$ cat src/rtl/sobel_stream_ctrl.sv
// Frame sequencer for the Sobel row-buffer/convolution datapath: flow control, end-of-frame flush,
// datapath resync and SOF/EOL realignment. Define SOBEL_CTRL_PERF_EN to build the stall_cycles counter.
module sobel_stream_ctrl #(
  parameter int PIXELS_PER_BEAT = 16,
  parameter int IMAGE_DIM       = 512,
  parameter int DATA_WIDTH      = 8 * PIXELS_PER_BEAT,
  parameter int OUT_DELAY       = 36
) (
  input  logic                  clk,
  input  logic                  aresetn,
  input  logic [DATA_WIDTH-1:0] s_tdata,
  input  logic                  s_tvalid,
  output logic                  s_tready,
  input  logic                  s_tuser,
  input  logic                  s_tlast,
  output logic [DATA_WIDTH-1:0] m_tdata,
  output logic                  m_tvalid,
  input  logic                  m_tready,
  output logic                  m_tuser,
  output logic                  m_tlast,
  output logic [DATA_WIDTH-1:0] dp_inp_frame,
  input  logic [DATA_WIDTH-1:0] dp_out_frame,
  output logic                  dp_stall,
  output logic                  dp_aresetn,
  output logic                  busy,
  output logic [15:0]           frame_count,
  output logic                  err_eol,
  output logic                  err_sof,
  output logic [31:0]           stall_cycles
);

  localparam int BPR     = IMAGE_DIM / PIXELS_PER_BEAT;
  localparam int BPF     = BPR * IMAGE_DIM;
  localparam int CNT_MAX = (BPF > OUT_DELAY) ? BPF : OUT_DELAY;
  localparam int CNT_W   = $clog2(CNT_MAX + 1);
  localparam int COL_W   = $clog2(BPR + 1);

  typedef enum logic [1:0] {IDLE, STREAM, FLUSH, RESYNC} state_t;

  state_t               state, state_nxt;
  logic [CNT_W-1:0]     beat_cnt, beat_cnt_nxt;
  logic [COL_W-1:0]     col, col_nxt;
  logic [OUT_DELAY-1:0] vpipe, upipe, lpipe;
  logic                 taken;
  logic                 out_ok, src_ok, adv, in_valid, in_sof, in_eol, accept_beat;

  // The datapath has no flow control, so one advance moves the whole pipe, sideband included.
  always_comb begin
    out_ok = ~m_tvalid | m_tready;
    src_ok = 1'b0;
    unique case (state)
      IDLE:    src_ok = s_tvalid & s_tuser;
      STREAM:  src_ok = s_tvalid;
      FLUSH:   src_ok = 1'b1;
      default: src_ok = 1'b0;
    endcase
    adv         = aresetn & src_ok & out_ok;
    in_valid    = (state == IDLE) || (state == STREAM);
    in_sof      = in_valid && (beat_cnt == '0);
    in_eol      = in_valid && (col == COL_W'(BPR - 1));
    accept_beat = adv & in_valid;
  end

  assign s_tready     = aresetn & (((state == IDLE) & ~s_tuser) | (in_valid & out_ok));
  assign dp_stall     = aresetn & ~adv;
  assign dp_inp_frame = accept_beat ? s_tdata : '0;
  assign dp_aresetn   = aresetn & (state != RESYNC);
  assign busy         = (state != IDLE);

  // A beat handed downstream while the source starves cannot leave the pipe yet; taken masks it until the next advance.
  assign m_tvalid = vpipe[OUT_DELAY-1] & ~taken;
  assign m_tuser  = upipe[OUT_DELAY-1] & ~taken;
  assign m_tlast  = lpipe[OUT_DELAY-1] & ~taken;
  assign m_tdata  = dp_out_frame;

  // beat_cnt counts frame beats while streaming and is reused as the flush beat counter.
  always_comb begin
    state_nxt    = state;
    beat_cnt_nxt = beat_cnt;
    col_nxt      = col;
    unique case (state)
      IDLE, STREAM: begin
        if (adv) begin
          if (beat_cnt == CNT_W'(BPF - 1)) begin
            state_nxt    = FLUSH;
            beat_cnt_nxt = '0;
            col_nxt      = '0;
          end else begin
            state_nxt    = STREAM;
            beat_cnt_nxt = beat_cnt + 1'b1;
            col_nxt      = in_eol ? '0 : col + 1'b1;
          end
        end
      end
      FLUSH: begin
        if (adv) begin
          if (beat_cnt == CNT_W'(OUT_DELAY - 1)) begin
            state_nxt    = RESYNC;
            beat_cnt_nxt = '0;
          end else begin
            beat_cnt_nxt = beat_cnt + 1'b1;
          end
        end
      end
      RESYNC:  state_nxt = IDLE;
      default: state_nxt = IDLE;
    endcase
  end

  always_ff @(posedge clk or negedge aresetn) begin
    if (!aresetn) begin
      state       <= IDLE;
      beat_cnt    <= '0;
      col         <= '0;
      vpipe       <= '0;
      upipe       <= '0;
      lpipe       <= '0;
      taken       <= 1'b0;
      frame_count <= '0;
      err_eol     <= 1'b0;
      err_sof     <= 1'b0;
    end else begin
      state    <= state_nxt;
      beat_cnt <= beat_cnt_nxt;
      col      <= col_nxt;
      if (adv) begin
        vpipe <= {vpipe[OUT_DELAY-2:0], in_valid};
        upipe <= {upipe[OUT_DELAY-2:0], in_sof};
        lpipe <= {lpipe[OUT_DELAY-2:0], in_eol};
        taken <= 1'b0;
      end else if (m_tvalid && m_tready) begin
        taken <= 1'b1;
      end
      if (state == RESYNC) frame_count <= frame_count + 1'b1;
      // Sideband on the wire is only checked; the frame always follows the internal counters.
      err_eol <= accept_beat && (state == STREAM) && (s_tlast != in_eol);
      err_sof <= accept_beat && (state == STREAM) && s_tuser;
    end
  end

`ifdef SOBEL_CTRL_PERF_EN
  logic [31:0] stall_cnt;

  always_ff @(posedge clk or negedge aresetn) begin
    if (!aresetn) begin
      stall_cnt <= '0;
    end else if ((state == STREAM) && !adv && (stall_cnt != '1)) begin
      stall_cnt <= stall_cnt + 1'b1;
    end
  end

  assign stall_cycles = stall_cnt;
`else
  assign stall_cycles = '0;
`endif

endmodule

$ cat config.mk
export PLATFORM = sky130hd
export DESIGN_NAME = sobel_stream_ctrl
export DESIGN_NICKNAME = d
export VERILOG_FILES = /design/src/rtl/sobel_stream_ctrl.sv
export SDC_FILE = /design/constraint.sdc
export NUM_CORES = 1
export LEC_CHECK = 0
export BUFFER_PORTS_ARGS = -buffer_cell sky130_fd_sc_hd__buf_4
export CORE_AREA = 2 2 221 223
export DETAILED_ROUTE_END_ITERATION = 12
export DIE_AREA = 0 0 223 225
export GPL_ROUTABILITY_DRIVEN = 0
export GPL_TIMING_DRIVEN = 0
export SLEW_MARGIN = 30
export SYNTH_ARGS = -nofsm -noshare
export SYNTH_HDL_FRONTEND = slang
export SYNTH_SLANG_ARGS = --single-unit
$ cat constraint.sdc
create_clock -name clk -period 1.5 [get_ports clk]
set_input_delay 0.15 -clock clk [delete_from_list [all_inputs] [get_ports clk]]
set_output_delay 0.15 -clock clk [all_outputs]
set_load 0.03 [all_outputs]
# Word-level counts from Yosys, hierarchy flattened
# Cells that the tools add are included.
dict set report op_classes {
  n_addsub 3
  eq_ne 11
  n_mux 16
  bitwise_logic 18
  reduce_logical 16
}
# cell n
set ops {}
lappend ops {{$mux 128} 1}
lappend ops {{$mux 15} 4}
lappend ops {{$pmux 15 s2} 1}
lappend ops {{$add 16x1->16 const B} 1}
lappend ops {{$add 15x1->15 const B} 1}
lappend ops {{$eq 15x14->1 const B} 1}
lappend ops {{$eq 15x6->1 const B} 1}
lappend ops {{$logic_not 15->1} 1}
lappend ops {{$and 1x1->1} 12}
lappend ops {{$mux 6} 2}
lappend ops {{$mux 2} 4}
lappend ops {{$ne 2x2->1 const B} 4}
lappend ops {{$add 6x1->6 const B} 1}
lappend ops {{$eq 6x5->1 const B} 1}
lappend ops {{$logic_and 1x1->1} 6}
lappend ops {{$pmux 2 s3} 1}
lappend ops {{$reduce_and 3->1} 2}
lappend ops {{$reduce_bool 2->1} 3}
lappend ops {{$eq 2x2->1 const B} 2}
lappend ops {{$not 1->1} 4}
lappend ops {{$pmux 1 s3} 1}
lappend ops {{$eq 2x1->1 const B} 1}
lappend ops {{$logic_not 2->1} 1}
lappend ops {{$mux 1} 2}
lappend ops {{other kinds (5)} 6}
dict set report word_totals {
  ff_bits 150
  inputBits 262
  output_inout_bits 313
  word_cells 74
}

# Longest topological paths before layout
dict set report logic_depth {
  ltp_word 8
  depth_mapped 7
  ltp_nobuf 5
}

# Worst setup path after synthesis
# OpenSTA, ideal clock, no wires.
dict set report synth_timing {
  kind {register to output}
  start {register vpipe[35]}
  end {output dp_inp_frame[100]}
  t_arrival_ps 1638
  t_required_ps 1350
  slack_ps -288
  path_stages_with_launch 6
  path_buffers 2
  cell_sequence {dfrtp_1 > nor3b_2 > nor3_2 > buf_2 > clkbuf_1 > and2_1}
}
dict set report synth_between {
  elab_chain_len 6
}
# item line
set synth_lines {}
lappend synth_lines {{start: declaration} 43} ;# logic [OUT_DELAY-1:0] vpipe, upipe, lpipe;
lappend synth_lines {{start signal: assignment} 127} ;# vpipe <= {vpipe[OUT_DELAY-2:0], in_valid};
lappend synth_lines {{$and 1x1->1} 71} ;# assign m_tvalid = vpipe[OUT_DELAY-1] & ~taken;
lappend synth_lines {{$not 1->1} 49} ;# out_ok = ~m_tvalid | m_tready;
lappend synth_lines {{$or 1x1->1} 49}
lappend synth_lines {{$and 1x1->1} 57} ;# adv = aresetn & src_ok & out_ok;
lappend synth_lines {{$and 1x1->1} 61} ;# accept_beat = adv & in_valid;
lappend synth_lines {{$mux 128} 66} ;# assign dp_inp_frame = accept_beat ? s_tdata : '0;
lappend synth_lines {{end: declaration} 21} ;# output logic [DATA_WIDTH-1:0] dp_inp_frame,
# Every way passes these cells.

# Worst setup path in the final report
dict set report layout_timing {
  start {register taken}
  end {output dp_inp_frame[109]}
}
dict set report layout_between {
  elab_chain_len 7
}
# item line
set layout_lines {}
lappend layout_lines {{start: declaration} 44} ;# logic taken;
lappend layout_lines {{start signal: assignment} 118} ;# taken <= 1'b0;
lappend layout_lines {{start signal: assignment} 130} ;# taken <= 1'b0;
lappend layout_lines {{start signal: assignment} 132} ;# taken <= 1'b1;
lappend layout_lines {{$not 1->1} 71}
lappend layout_lines {{$and 1x1->1} 71}
lappend layout_lines {{$not 1->1} 49}
lappend layout_lines {{$or 1x1->1} 49}
lappend layout_lines {{$and 1x1->1} 57}
lappend layout_lines {{$and 1x1->1} 61}
lappend layout_lines {{$mux 128} 66}
# Every way passes these cells.

==> impl_results.md <==
- Status: complete, but fails checks
- Failing checks: hold timing, setup timing
- Pwr per Cell Area: 713 nW/um^2
- Avg Inst Size Synth: 8.46 um^2
- CP Capture Type: primary output
- Grt ovf: 0
- Clk buf depth: 2
- Num rows: 80
- HP Class: input pin to asynchronous set/reset pin
- Clock power share: 38.5%
- Initial DRC Count: 526
- CP required: 1.35 ns
- Initial antenna violation count: 28
- Most frequent cells in the layout: buf_4 (485), nand2_1 (199), buf_6 (150), dfrtp_1 (136), and2_4 (118)
- Non-filler cells, final: 2174
- Final Cell Area: 16500 um^2
- Hold Vio Cnt, Final: 69
- Seq pwr share: 37.9%
- Drt total wl: 40.5 mm
- Final hold slack: -0.373 ns
- Fin crit share: 143%
- Post-synthesis sequential area ratio: 45.0%
- Hold buffer count at cts: 4
- Clk_lat worst skew: 0.43 ns
- Overall die width: 223 um
- Core area: 47500 um^2
- Drc violations: 0
- RSZ-0062 raised after global routing: yes
- Post-Syn Area: 8340 um^2
- Design Power: 11.8 mW
- Crit Path Max Fanout: 10
- Min setup slack post-route: -0.644 ns
- Worst-margin pin slew: 0.548 ns
- Vias per cell: 3.96
- Net Switching: 3.49 mW
- Number of max-slew violations in the final report: 0
- Slew headroom: 63.5%
- Via count of the first global-routing pass: 8115
- Worst EP arrival: 1.99 ns
- DP Area: 12800 um^2
- Total global-route track usage: 14.9%
- Leak pwr: 8.79 nW
- Switching Share: 29.6%
- Number of port buffers: 414
- I/O pin cnt: 575
- Total Nets Final: 1809
- Antenna Violating Nets Remaining: 0
- Cell total after placement: 2047
- Worst-path clk slew: 0.07 ns
- Hpwl dp: 30.2 mm
- Largest net degree at the start of global routing: 73
- Yosys Warn Count: 0
- Comb pwr share: 23.7%
- EDFF count, synth: 0
- CTS tree: done
- Synth Register Bits: 150
- Final setup vio count: 271
- Critical path class: register to primary output
- Fmax: 466 MHz
- Root Driver: clkbuf_16
- Synth unique cells: 48
- Final Skew: 0.0135 ns
- Mapped Cells: 986
- # H-tree levels: 4
- Layout Area Growth over Synthesis: 98.4%
- Initial Utilization: 17.5%
- Vias: 8605
- Max cap viols: 0
- Wire length per cell: 18.6 um
- Pre-CTS worst setup slack: -1.50 ns
- Asr flop ratio synth: 100%
- Chip Height: 225 um
- Final Critical Period: 2.14 ns
- Total CTS buffers: 17
- Share of layout cells above drive strength 1: 70.2%
- Worst vdd ir: 1020 uV
- Main synth FF type: dfrtp_1
- Type of origin of the critical path: register
- First-pass GRT wire length: 54.4 mm
- Most common cell after layout, fill and taps aside: buf_4
- Pre-Repair DR Iteration Count: 7
- Die area: 50200 um^2
- Clk sinks: 150
- Utilization after layout: 34.8%
- P_int: 8.31 mW
[Yosys cell counts (3+ instances only)]
| cell type | count | share of area (%) |
|---|---|---|
| dfrtp_1 | 150 | 45 |
| xor2_1 | 10 | 1.1 |
| nand2_1 | 344 | 15 |
| buf_2 | 19 | 1.1 |
| and2_1 | 129 | 9.7 |
| o211ai_1 | 3 | 0.27 |
| clkbuf_1 | 23 | 1.0 |
| xnor2_1 | 11 | 1.2 |
| or3_1 | 3 | 0.23 |
| nand2b_1 | 4 | 0.30 |
| nand3_1 | 18 | 1.1 |
| nor4_1 | 6 | 0.45 |
| nor2b_1 | 4 | 0.30 |
| and3_1 | 5 | 0.38 |
| ha_1 | 4 | 0.60 |
| a21oi_1 | 6 | 0.36 |
| nor3_1 | 10 | 0.60 |
| buf_4 | 160 | 14 |
| inv_1 | 9 | 0.41 |
| o21ai_0 | 12 | 0.72 |
| nor2_1 | 8 | 0.36 |
| nand4_1 | 9 | 0.68 |
| o21ai_1 | 3 | 0.18 |
| or2_2 | 3 | 0.23 |
| mux2i_1 | 5 | 0.60 |
[power by group through the flow]
| stage | logic (mW) | registers [mW] | clock network [mW] |
|---|---|---|---|
| finish | 2.79 | 4.47 | 4.54 |
| global route | 2.96 | 4.49 | 4.84 |
| CTS | 2.62 | 4.42 | 4.65 |
| detailed placement | 2.14 | 4.48 | 0 |
| global placement | 2.10 | 4.48 | 0 |
| floorplan | 1.29 | 4.44 | 0 |
[critical path, cell delays in order, from the launching register on]
cell,delay (ns)
dfrtp_2,0.42
nor3b_4,0.29
nor3_4,0.10
buf_6,0.14
buf_12,0.14
clkbuf_16,0.16
and2_4,0.17
buf_6,0.13
[layer usage]
metal  GRT usage [%]  vias to the layer above  wire length (um)
met2            20.8                      400             17500
met5               0                        -               100
met1            20.7                     4109             17500
met4            1.86                       14               240
met3            7.90                       44              5150
li1                -                     4038                 -
[cell type report]
type,instances,area (um^2)
fill,4761,31000
buffer,205,1990
antenna,3,7.51
inverter,9,40.0
timing repair buffer,507,4840
tap,615,769
sequential,150,3770
multi-input combinational,653,4500
clock buffer,19,453
clock inverter,13,170
[logic make-up after synthesis]
| family | after synthesis | synth area share, % |
|---|---|---|
| buf+inv | 214 | 17.2 |
| other cells | 1 | 0.0450 |
| simple gates | 552 | 31.0 |
| flops | 150 | 45.0 |
| xor+xnor | 21 | 2.21 |
| fa+ha+maj | 4 | 0.600 |
| compound gates | 37 | 2.96 |
| mux | 7 | 1.01 |
[final timing paths]
check | from | to | slack (ns) | depth (start not counted)
worst max-delay path | taken$_DFFE_PN0P_ | dp_inp_frame[109] | -0.64 | 7
worst min-delay path | aresetn | vpipe[12]$_DFFE_PN0P_ | -0.37 | 1
worst max register to register | state[1]$_DFFE_PN0P_ | upipe[16]$_DFFE_PN0P_ | -0.54 | 12
worst min register to register | upipe[16]$_DFFE_PN0P_ | upipe[17]$_DFFE_PN0P_ | 0.45 | 2
max in group asynchronous | aresetn | beat_cnt[5]$_DFFE_PN0P_ | 0.75 | 3
min in group clk | s_tuser | err_sof$_DFF_PN0_ | 0.05 | 2
[per-stage QoR]
| stage | setup TNS [ns] | hold slack (ns) |
|---|---|---|
| 5_1_grt | -141.29 | -0.353 |
| 2_1_floorplan | -3.72 | -0.146 |
| 3_3_place_gp | -556.99 | 0.428 |
| 4_1_cts | -144.05 | -0.373 |
| 3_5_place_dp | -299.77 | 0.152 |
| 6_report | -130.52 | -0.373 |
[what timing repair did]
action                                  4_1_cts  5_1_grt
setup buffers                                44       28
gates resized for setup                     405      192
pin swaps                                   185       90
endpoints found under the setup margin      277      278
gates cloned                                 23        3
endpoints found under the hold margin        74       69
[sequential cells by signal (all words and copies together), names as in the netlist, 2 cells and up]
| signal | cells |
|---|---|
| vpipe | 36 |
| beat_cnt | 15 |
| col | 6 |
| upipe | 36 |
| state | 2 |
| lpipe | 36 |
| frame_count | 16 |
Note: power is estimated with default switching activity, not from simulation.
